[src/rtl/rv_pkg.sv]
// Shared RV32 writeback types and constants, also used by execute, LSU and MUL-DIV.
package rv_pkg;

  localparam int XLEN         = 32;
  localparam int REG_AW       = 5;
  localparam int NREGS        = 1 << REG_AW;
  localparam int STARVE_LIMIT = 4;
  localparam int WCNT_W       = $clog2(STARVE_LIMIT + 1);

  typedef struct packed {
    logic [REG_AW-1:0] rd;
    logic [XLEN-1:0]   data;
  } wb_req_t;

endpackage

[src/rtl/wb_scoreboard.sv]
// Pending slow-write tracker: one busy bit per architectural register, with
// one set port, one clear port and three read ports for the decode hazard check.
module wb_scoreboard
  import rv_pkg::*;
(
  input  logic              i_clk,
  input  logic              i_rst,
  input  logic              i_set_valid,
  input  logic [REG_AW-1:0] i_set_idx,
  input  logic              i_clr_valid,
  input  logic [REG_AW-1:0] i_clr_idx,
  input  logic [REG_AW-1:0] i_ra_idx,
  input  logic [REG_AW-1:0] i_rb_idx,
  input  logic [REG_AW-1:0] i_rc_idx,
  output logic              o_ra_busy,
  output logic              o_rb_busy,
  output logic              o_rc_busy,
  output logic [NREGS-1:0]  o_busy
);

  logic [NREGS-1:0] r_busy;
  logic [NREGS-1:0] w_busy_next;

  // The clear is applied before the set so a new issue to the same register wins.
  always_comb begin
    w_busy_next = r_busy;
    if (i_clr_valid) begin
      w_busy_next[i_clr_idx] = 1'b0;
    end
    if (i_set_valid && (i_set_idx != '0)) begin
      w_busy_next[i_set_idx] = 1'b1;
    end
    w_busy_next[0] = 1'b0;
  end

  always_ff @(posedge i_clk) begin
    if (i_rst) begin
      r_busy <= '0;
    end else begin
      r_busy <= w_busy_next;
    end
  end

  assign o_ra_busy = (i_ra_idx != '0) && r_busy[i_ra_idx];
  assign o_rb_busy = (i_rb_idx != '0) && r_busy[i_rb_idx];
  assign o_rc_busy = (i_rc_idx != '0) && r_busy[i_rc_idx];
  assign o_busy    = r_busy;

endmodule

[src/rtl/writeback_unit.sv]
// RV32 writeback stage: arbitrates the fast ALU and slow load/MUL-DIV results onto the
// single register-file write port, tracks slow destinations and forwards the in-flight write.
module writeback_unit
  import rv_pkg::*;
(
  input  logic              i_clk,
  input  logic              i_rst,
  input  logic              i_fast_valid,
  input  logic [REG_AW-1:0] i_fast_rd,
  input  logic [XLEN-1:0]   i_fast_data,
  output logic              o_fast_ready,
  input  logic              i_slow_valid,
  input  logic [REG_AW-1:0] i_slow_rd,
  input  logic [XLEN-1:0]   i_slow_data,
  output logic              o_slow_ready,
  input  logic              i_issue_valid,
  input  logic [REG_AW-1:0] i_issue_rd,
  input  logic [REG_AW-1:0] i_rs1,
  input  logic [REG_AW-1:0] i_rs2,
  input  logic [REG_AW-1:0] i_rd,
  output logic              o_stall,
  output logic              o_fwd1_hit,
  output logic [XLEN-1:0]   o_fwd1_data,
  output logic              o_fwd2_hit,
  output logic [XLEN-1:0]   o_fwd2_data,
  output logic              o_write,
  output logic [REG_AW-1:0] o_waddr,
  output logic [XLEN-1:0]   o_wdata,
  output logic [NREGS-1:0]  o_busy
);

  localparam logic [WCNT_W-1:0] STARVE_CNT = WCNT_W'(STARVE_LIMIT);

  logic [WCNT_W-1:0] r_wait_cnt;
  logic              r_write;
  logic [REG_AW-1:0] r_waddr;
  logic [XLEN-1:0]   r_wdata;

  logic    w_starved;
  logic    w_fast_acc;
  logic    w_slow_acc;
  logic    w_rs1_busy;
  logic    w_rs2_busy;
  logic    w_rd_busy;
  wb_req_t w_sel;

  // Fast path has priority until the slow path has been blocked long enough.
  assign w_starved    = (r_wait_cnt >= STARVE_CNT);
  assign o_fast_ready = !i_rst && !(w_starved && i_slow_valid);
  assign o_slow_ready = !i_rst && (!i_fast_valid || w_starved);
  assign w_fast_acc   = i_fast_valid && o_fast_ready;
  assign w_slow_acc   = i_slow_valid && o_slow_ready;

  always_comb begin
    w_sel = '0;
    if (w_slow_acc) begin
      w_sel.rd   = i_slow_rd;
      w_sel.data = i_slow_data;
    end else if (w_fast_acc) begin
      w_sel.rd   = i_fast_rd;
      w_sel.data = i_fast_data;
    end
  end

  // A result headed for x0 still completes its handshake but never writes.
  always_ff @(posedge i_clk) begin
    if (i_rst) begin
      r_write <= 1'b0;
      r_waddr <= '0;
      r_wdata <= '0;
    end else if (w_slow_acc || w_fast_acc) begin
      r_write <= (w_sel.rd != '0);
      r_waddr <= w_sel.rd;
      r_wdata <= w_sel.data;
    end else begin
      r_write <= 1'b0;
    end
  end

  always_ff @(posedge i_clk) begin
    if (i_rst) begin
      r_wait_cnt <= '0;
    end else if (!i_slow_valid || w_slow_acc) begin
      r_wait_cnt <= '0;
    end else if (!w_starved) begin
      r_wait_cnt <= r_wait_cnt + 1'b1;
    end
  end

  wb_scoreboard u_scoreboard (
    .i_clk       (i_clk),
    .i_rst       (i_rst),
    .i_set_valid (i_issue_valid),
    .i_set_idx   (i_issue_rd),
    .i_clr_valid (w_slow_acc),
    .i_clr_idx   (i_slow_rd),
    .i_ra_idx    (i_rs1),
    .i_rb_idx    (i_rs2),
    .i_rc_idx    (i_rd),
    .o_ra_busy   (w_rs1_busy),
    .o_rb_busy   (w_rs2_busy),
    .o_rc_busy   (w_rd_busy),
    .o_busy      (o_busy)
  );

  assign o_stall = w_rs1_busy | w_rs2_busy | w_rd_busy;

  // Covers the one cycle where the write is on the port but not yet in the register file.
  assign o_fwd1_hit  = r_write && (r_waddr == i_rs1) && (i_rs1 != '0);
  assign o_fwd2_hit  = r_write && (r_waddr == i_rs2) && (i_rs2 != '0);
  assign o_fwd1_data = r_wdata;
  assign o_fwd2_data = r_wdata;

  assign o_write = r_write;
  assign o_waddr = r_waddr;
  assign o_wdata = r_wdata;

endmodule

[config.mk]
export PLATFORM = sky130hd
export DESIGN_NAME = writeback_unit
export DESIGN_NICKNAME = d
export VERILOG_FILES = /design/src/rtl/rv_pkg.sv /design/src/rtl/wb_scoreboard.sv /design/src/rtl/writeback_unit.sv
export SDC_FILE = /design/constraint.sdc
export NUM_CORES = 1
export LEC_CHECK = 0
export ABC_CLOCK_PERIOD_IN_PS = 4100
export CAP_MARGIN = 40
export CORE_UTILIZATION = 40
export DETAILED_ROUTE_END_ITERATION = 10
export GPL_TIMING_DRIVEN = 0
export PLACE_DENSITY = 0.93
export SYNTH_ARGS = -nofsm -noshare
export SYNTH_HDL_FRONTEND = slang
export SYNTH_SLANG_ARGS = --single-unit
[constraint.sdc]
create_clock -name i_clk -period 4.1 [get_ports i_clk]
set_input_delay 1.23 -clock i_clk [delete_from_list [all_inputs] [get_ports i_clk]]
set_output_delay 1.23 -clock i_clk [all_outputs]
set_load 0.005 [all_outputs]
Word-level counts from Yosys, hierarchy flattened
Cells that the tools add are included.
{"block": "totals", "regBits": 73, "in_bits": 99, "output_inout_bits": 139, "word_cells": 66}
{"block": "op_classes", "n_addsub": 1, "order_cmp": 8, "eq_ne": 2, "muxes": 14, "n_bitwise": 6, "reduce_logical": 29}
{"op": "37-bit 2-to-1 mux", "count": 2}
{"op": "32-bit 2-to-1 mux", "count": 2}
{"op": "32-bit AND", "count": 1}
{"op": "32-bit inverter", "count": 1}
{"op": "32-bit bitwise OR", "count": 1}
{"op": "5-bit by 6-bit less-than comparator with 1-bit output (second input constant)", "count": 5}
{"op": "5-bit nonzero test", "count": 5}
{"op": "1-bit binary-select mux with 5-bit select", "count": 3}
{"op": "1-bit logical AND", "count": 15}
{"op": "1-bit demux with 5-bit select", "count": 2}
{"op": "5-bit == test", "count": 2}
{"op": "5-bit by 1-bit >= comparator with 1-bit output (second input constant)", "count": 2}
{"op": "1-bit 2-to-1 mux", "count": 5}
{"op": "1-bit zero test", "count": 4}
{"op": "2-bit OR reduction", "count": 2}
{"op": "3-bit by 1-bit adder with 3-bit output (second input constant)", "count": 1}
{"op": "3-bit >= comparator (second input constant)", "count": 1}
{"op": "1-bit logical OR", "count": 3}
{"op": "1-bit bitwise OR", "count": 2}
{"op": "1-bit inverter", "count": 1}

Depth between registers and ports, before layout
Gate-level depths: netlist (run 1).
{"block": "depth", "depth_word": 9, "ltp_mapped": 7, "ltp_nobuf": 5}

Cells and area by module
A second synthesis (run 1) with hierarchy kept.
{"block": "unflattened", "hier_cells": 596, "hier_area_um2": 4982.3}
{"module": "writeback_unit", "instances": 1, "cells_each": 358, "area_per_inst_um2": 2836.5, "seq_area_each_um2": 820.8}
{"module": "wb_scoreboard", "instances": 1, "cells_each": 238, "area_per_inst_um2": 2145.8, "seq_area_each_um2": 620.6}

Least setup slack after synthesis (run 1)
No wires, ideal clock.
{"block": "synth_path", "path_kind": "in2out", "from": "in i_rs2[1]", "to": "out o_stall", "t_arrival_ns": 2.599, "path_slack_ns": 0.271, "path_stages": 6, "n_path_buf": 1, "path_cell_list": "buf_6 -> mux4_1 -> mux4_2 -> nand2b_4 -> nand3_2 -> nand4_2"}
{"block": "synth_via", "elab_chain_cells": 5, "word_cells_on_any_way": 6}
{"item": "from (decl)", "line_no": "writeback_unit.sv:19", "source": "input logic [REG_AW-1:0] i_rs2,"}
{"item": "1-bit binary-select mux with 5-bit select", "line_no": "wb_scoreboard.sv:45", "source": "assign o_rb_busy = (i_rb_idx != '0) && r_busy[i_rb_idx];"}
{"item": "1-bit 2-to-1 mux (not written as such)", "line_no": "wb_scoreboard.sv:45"}
{"item": "1-bit logical AND *", "line_no": "wb_scoreboard.sv:45"}
{"item": "1-bit bitwise OR * (2 in series)", "line_no": "writeback_unit.sv:106", "source": "assign o_stall = w_rs1_busy | w_rs2_busy | w_rd_busy;"}
{"item": "to (decl)", "line_no": "writeback_unit.sv:21", "source": "output logic o_stall,"}
Every way passes the cells marked *; elsewhere a longest branch is shown, timed or not. The select of a mux whose other input is x is not followed.

Worst setup path in the final report (run 1)
Ends and elaborated chain as after synthesis.

==> results of run 1 <==
flip-flops by register name, indices dropped and copies added, names as in the netlist:
name	count
o_fwd1_data	32
u_scoreboard.o_busy	31
o_waddr	5
r_wait_cnt	3
o_write	1
worst register-to-register path, stage by stage (launching register included):
cell,delay [ns]
dfxtp_1,0.32
a21oi_1,0.24
and2_1,0.23
buf_2,0.26
buf_2,0.26
nand2_1,0.08
a311oi_1,0.25
cells in the mapped netlist, types with 5 or more instances:
master / count
mux4_2: 17
nand3_1: 6
nor2_1: 42
clkbuf_1: 25
buf_2: 7
buf_4: 66
nor2b_1: 6
a311oi_1: 33
dfxtp_1: 72
mux2i_1: 9
nor3_1: 8
nand2_1: 109
xor2_1: 6
nor3b_1: 6
nand3b_1: 6
o21ai_0: 31
a22oi_1: 5
a21oi_1: 38
cells by family (layout without fill, tap and decap cells):
kind of cell,after synthesis,in the layout,synth area share
simple gates,212,212,0.2183
compound gates,114,114,0.1622
buf+inv,107,352,0.1477
flops,72,72,0.3199
mux,32,32,0.1300
xor+xnor,8,8,0.01555
fa+ha+maj,2,2,0.005553
other cells,1,1,0.0008323
worst max-delay path by stage:
stage	cells after the start	slack, ns	startpoint	endpoint
floorplan	6	0.27	i_rs2[1]	o_stall
global placement	8	-0.84	i_rs2[2]	o_stall
detailed placement	8	-0.90	i_rs2[2]	o_stall
CTS	9	0.007	i_rs2[2]	o_fwd2_hit
global route	7	0.03	i_rs2[1]	o_stall
finish	7	0.1	i_rs2[1]	o_stall
metal layers:
| metal | GRT usage | vias to the layer above | share of wire |
|---|---|---|---|
| li1 | - | 2364 | - |
| met3 | 0.07474 | 39 | 0.096 |
| met5 | 0 | - | 0 |
| met2 | 0.4390 | 296 | 0.48 |
| met1 | 0.3569 | 2396 | 0.40 |
| met4 | 0.09883 | 0 | 0.022 |
report_power, final:
part / switching, mW / total [mW] / leakage [nW] / internal, mW
clock network: 0.253 / 0.496 / 0.0842 / 0.242
registers: 0.0423 / 0.772 / 0.588 / 0.730
logic: 0.181 / 0.493 / 2.03 / 0.312
through the flow:
step | util | power [mW] | hold slack [ns]
2_1_floorplan | - | 0.9755 | 0.4310
3_3_place_gp | 0.6377 | 1.259 | 0.4512
3_5_place_dp | 0.6381 | 1.269 | 0.4605
4_1_cts | 0.6576 | 1.761 | 0.4800
5_1_grt | 0.6581 | 1.836 | 0.5005
6_report | 0.6581 | 1.762 | 0.4762
final cells by class:
type / count / area share
inverter: 4 / 0.002095
clock buffer: 12 / 0.02165
buffer: 103 / 0.09446
sequential: 72 / 0.2012
multi-input combinational: 369 / 0.3365
tap: 140 / 0.02445
timing repair buffer: 232 / 0.3190
clock inverter: 1 / 0.0006984
what timing repair did:
| action | 4_1_cts | 5_1_grt |
|---|---|---|
| buffers inserted | 5 | 0 |
| gates resized for setup | 24 | 12 |
| pin swaps | 4 | 4 |
| setup endpoints to repair | 3 | 3 |
==> summary.txt, run 1 <==
Synth
  – Ys async rst share: 0
  – Seq cells post-synth: 72
  – Post-synth top area share: 0.3199
  – EDFF count, synth: 0
  – Register area share after synthesis: 0.3199
  – Synth area leaders: dfxtp_1, buf_4, nand2_1, mux4_2, a311oi_1
  – Synthesized area per cell: 8.222 µm²
  – Cell area after synthesis: 4506 µm²
  – Cell taking the most area after synthesis: dfxtp_1
  – Post-Synthesis Cells: 548
  – Synth unique cells: 46
  – Total nets after synthesis: 649
  – YS warnings: 0
  – Primary FF master, synth: dfxtp_1

Pwr
  – Power per cell area: approximately 250 nW/µm²
  – Leakage: 2.706 nW
  – Worst ir drop on vdd: 190.7 µV

Critical path
  – Kind of critical path: in2out
  – Max stage delay on crit path: 0.51 ns
  – Reg2Reg Depth: 6
  – Reg2Reg Setup Slack: 2.36 ns
  – CP Cell Sequence: buf_6 > mux4_2 > mux4_2 > nand2b_4 > nand3_2 > nand4_2 > buf_2
  – Crit path max-delay family: multiplexers
  – CP max FO: 10
  – Reg-to-reg critical path startpoint: r_wait_cnt[2]$_SDFFE_PP0N_
  – Worst EP arrival: roughly 2.8 ns
  – Setup crit end kind: output pin
  – Worst EP required: around 2.9 ns
  – Most used cell, CP: mux4_2
  – CP Launch Type: primary input
  – Worst R2R End: o_fwd1_data[29]$_SDFFE_PP0P_
  – Slowest cell on crit path: mux4_2
  – WP buf/inv: 2

Routing
  – Iter 0 DRT Violations: 476
  – Final WL: between 15000 and 20000 µm
  – Via/cell ratio: 5.461
  – Routed Antenna Nets: 0
  – Wire length per cell: about 18 µm
  – Routed via count: 5095
  – Drt drc: 0
  – DRT Pass-1 Iters: 5

CTS
  – Clock slew at reported path FFs: 0.07 ns
  – Worst-Skew Late Latency: 0.34 ns
  – CTS Hold Bufs: 0
  – Clock buffer count from CTS: 9
  – CTS tree: done
  – Maximum clock insertion buffer count: 2
  – CTS HTree Levels: 3
  – Clock Sinks: 72
  – Root buffer cell: clkbuf_8

Min path
  – Min-delay worst type: reg2reg
  – Hold Path Depth: 1
  – Hold Startpoint: r_wait_cnt[0]$_SDFFE_PP0N_
  – WHS Endpoint: r_wait_cnt[0]$_SDFFE_PP0N_

Timing
  – RSZ-0062 raised after global routing: false
  – Final hold vios: 0
  – Ratio of final minimum period to clock period: 0.9765
  – Setup slack after layout: between 0.09 and 0.1 ns
  – Worst slew margin: 0.5462
  – TNS Setup: 0 ns
  – Final Slew Violations: 0
  – Final clock skew: 0.01030 ns
  – Fin crit period: 4.004 ns
  – Setup Viol. Count Final: 0
  – Worst-margin pin slew: 0.6782 ns
  – Maximum clock rate: about 0.25 GHz

Final layout
  – Nets@finish: 892
  – Most frequent cells in the layout: clkdlybuf4s50_1, nand2_1, dfxtp_1, buf_4, nor2_1
  – Fillers: between 800 and 900
  – Footprint of the multi-input gates: 2411 µm²
  – Final non-filler cell total: about 930
  – Layout cell share with drive strength beyond 1: 0.1652
  – Finished Cell Area: 7166 µm²
  – FF/Latch Area: roughly 1400 µm²
  – ANT cells: 0
  – Synthesis-to-finish area growth: 59.04%
  – Commonest non-fill, non-tap cell in the layout: clkdlybuf4s50_1

Floorplan
  – Initial Utilization: 0.4138
  – Core region area: ~11000 µm²
  – Die area: 11690 µm²
  – Chip width: between 100 and 150 µm
  – Height of the die: 108.1 µm
  – Row count: 38
  – IO Pins: 238

Placed design
  – Worst slack, placed: -0.8957 ns
  – Post-DP Area: a little under 7000 µm²
  – Port bufs: 226
  – Cells after DPL: 915
  – Global placer's final weighted congestion: about 0.9
  – DP HPWL: 12840 µm

Flow run
  – MaxCap Viol Count: 0

Global routing
  – GRT Util Overall: 0.2757
  – Pin count of the biggest net entering global routing: 11
  – Initial antenna violation count: 0
  – Wire length of the first global-routing pass: 25010 µm
  – Vias in the first global route: 4852
  – GR Overflow Total: 0

Run status
  – Status: finished, final reports clean
Power figures use the tool's default switching activity.
==> run 2, diff against run 1 <==
SLEW_MARGIN = 20   (was default)
==> results of run 2 <==
Final layout, timing and power as in run 1 (identical DEF).
==> edit: new RTL, config.mk and constraints of run 1 <==
The package constant `REG_AW` goes from 5 to 4.
--- a/src/rtl/rv_pkg.sv
+++ b/src/rtl/rv_pkg.sv
@@ -2,7 +2,7 @@
 package rv_pkg;
 
   localparam int XLEN         = 32;
-  localparam int REG_AW       = 5;
+  localparam int REG_AW       = 4;
   localparam int NREGS        = 1 << REG_AW;
   localparam int STARVE_LIMIT = 4;
   localparam int WCNT_W       = $clog2(STARVE_LIMIT + 1);
Interface: changed (8 resized); port bits go from 238 to 215. The function was not compared with the original's and may differ.
==> edit against run 1 <==
- non-clock buffer count fell by 36
- via count down 24%
- cell count is 22% lower
- critical path type unchanged
- largest power group unchanged
- design area decreased by 21%
- power shrank 24%
- global-route usage increased by 0.35 points
- sequential cell count is 17 lower
- worst setup slack worse by 110 ps
- sequential power shrank 22%
- area after synthesis shrank 26%
- count of clock-buffer cells in the layout fell by 6
- clock power decreased by 39%
- routed wire length is 26% lower
- highest routed layer unchanged
- critical path depth decreased by 2
- the run now ends with setup timing left
==> edit: results (changes against run 1) <==
The first-pass GRT wire length came to 18700 um (was 25000 um). The sequential-to-total area share from yosys stat is 0.331 (was 0.320). The final number of setup-violating endpoints was 1 (was 0).

The placed cell area is 5530 um^2 (was 6950 um^2). The routed length on met2 came to 6450 um (was 8070 um). The met3 layer usage reported by global route came out at 0.0472 (was 0.0747).

The worst path setup slack after routing is -13.0 ps (was 96.4 ps). The setup total negative slack is -13.0 ps (was 0 ps). The count of different cell masters after synthesis is 34 (was 46). The pin count of the biggest net entering global routing is 17 (was 11). The share of the synthesized netlist area taken by xor and xnor gates is 0.0158 (was 0.0156).

The cell count after placement is 721 (was 915). The largest fanout of any net on the critical path was 4 (was 10). The post-detailed-route via-to-cell ratio came out at 5.27 (was 5.46). Top area cells in the synthesized netlist: sky130_fd_sc_hd__dfxtp_1 (33%), sky130_fd_sc_hd__buf_4 (15%), sky130_fd_sc_hd__nand2_1 (9.1%) (was sky130_fd_sc_hd__dfxtp_1 (32%), sky130_fd_sc_hd__buf_4 (11%), sky130_fd_sc_hd__nand2_1 (9.1%)).

The global-route met1 utilization is 0.325 (was 0.357). The reg-to-reg setup timing slack is 2040 ps (was 2360 ps). The final clock skew came out at 5.99 ps (was 10.3 ps). The post-synthesis cell count came out at 412 (was 548). The terminus of the critical flop-to-flop path was o_fwd1_data[20]$_SDFFE_PP0P_ (was o_fwd1_data[29]$_SDFFE_PP0P_). The H-tree depth came out at 2 (was 3). The number of port buffers is 207 (was 226). Result of the run: finished with violations (was completed). The first-iteration detailed-routing DRC count is 160 (was 476). The fraction of layout cells with a size suffix above 1 is 0.150 (was 0.165).

The checks that failed: setup timing. The post-synthesis net count came out at 507 (was 649). The fraction of the mapped netlist area in compound gates came out at 0.164 (was 0.162). The via count of the first global-routing pass came out at 3655 (was 4852). The met2 usage came out at 0.509 (was 0.439). The final hold slack came to 532 ps (was 476 ps).
## edit: cell types whose count changed after synthesis, moves of 7 or more
cell,delta
sky130_fd_sc_hd__dfxtp_1,-17
sky130_fd_sc_hd__buf_2,-7
sky130_fd_sc_hd__nand2_1,-28
sky130_fd_sc_hd__mux4_2,-7
sky130_fd_sc_hd__a21oi_1,-16
sky130_fd_sc_hd__o21ai_0,-19
## edit: timing repair
item                                    CTS  global route
pin swaps                                 1             0
hold endpoints to repair                  0             0
buffers inserted                          1             0
endpoints found under the setup margin    1             1
gates resized for setup                  17             5
## edit: worst max-delay path: stages
cell and delay, ps:
sky130_fd_sc_hd__buf_12 80, sky130_fd_sc_hd__mux4_2 490, sky130_fd_sc_hd__mux4_2 470, sky130_fd_sc_hd__or4_1 470, sky130_fd_sc_hd__buf_2 150
## edit: cell type report
cell class / instances / area share
plain buffers: 91 / 0.108
diodes: 1 / 0.000444
clock inverters: 2 / 0.00222
well taps: 102 / 0.0226
inverters: 2 / 0.00133
flip-flops and latches: 55 / 0.195
repair buffers: 208 / 0.370
multi-input cells: 264 / 0.287
clock buffers: 6 / 0.0129
## edit: worst max path at each step
stage / cells after the start / endpoint / startpoint / slack (ps)
2_1_floorplan: 4 / o_stall / i_rs2[0] / 70
3_3_place_gp: 6 / o_stall / i_rd[0] / -790
3_5_place_dp: 6 / o_stall / i_rd[0] / -850
4_1_cts: 5 / o_stall / i_rs2[0] / -10
5_1_grt: 5 / o_stall / i_rs2[0] / -50
6_report: 5 / o_stall / i_rs2[0] / -10
## edit: report_power, final
| part | leakage (nW) | switching (mW) | internal [mW] |
|---|---|---|---|
| logic | 1.66 | 0.146 | 0.291 |
| clock network | 0.0412 | 0.181 | 0.120 |
| registers | 0.451 | 0.0388 | 0.564 |
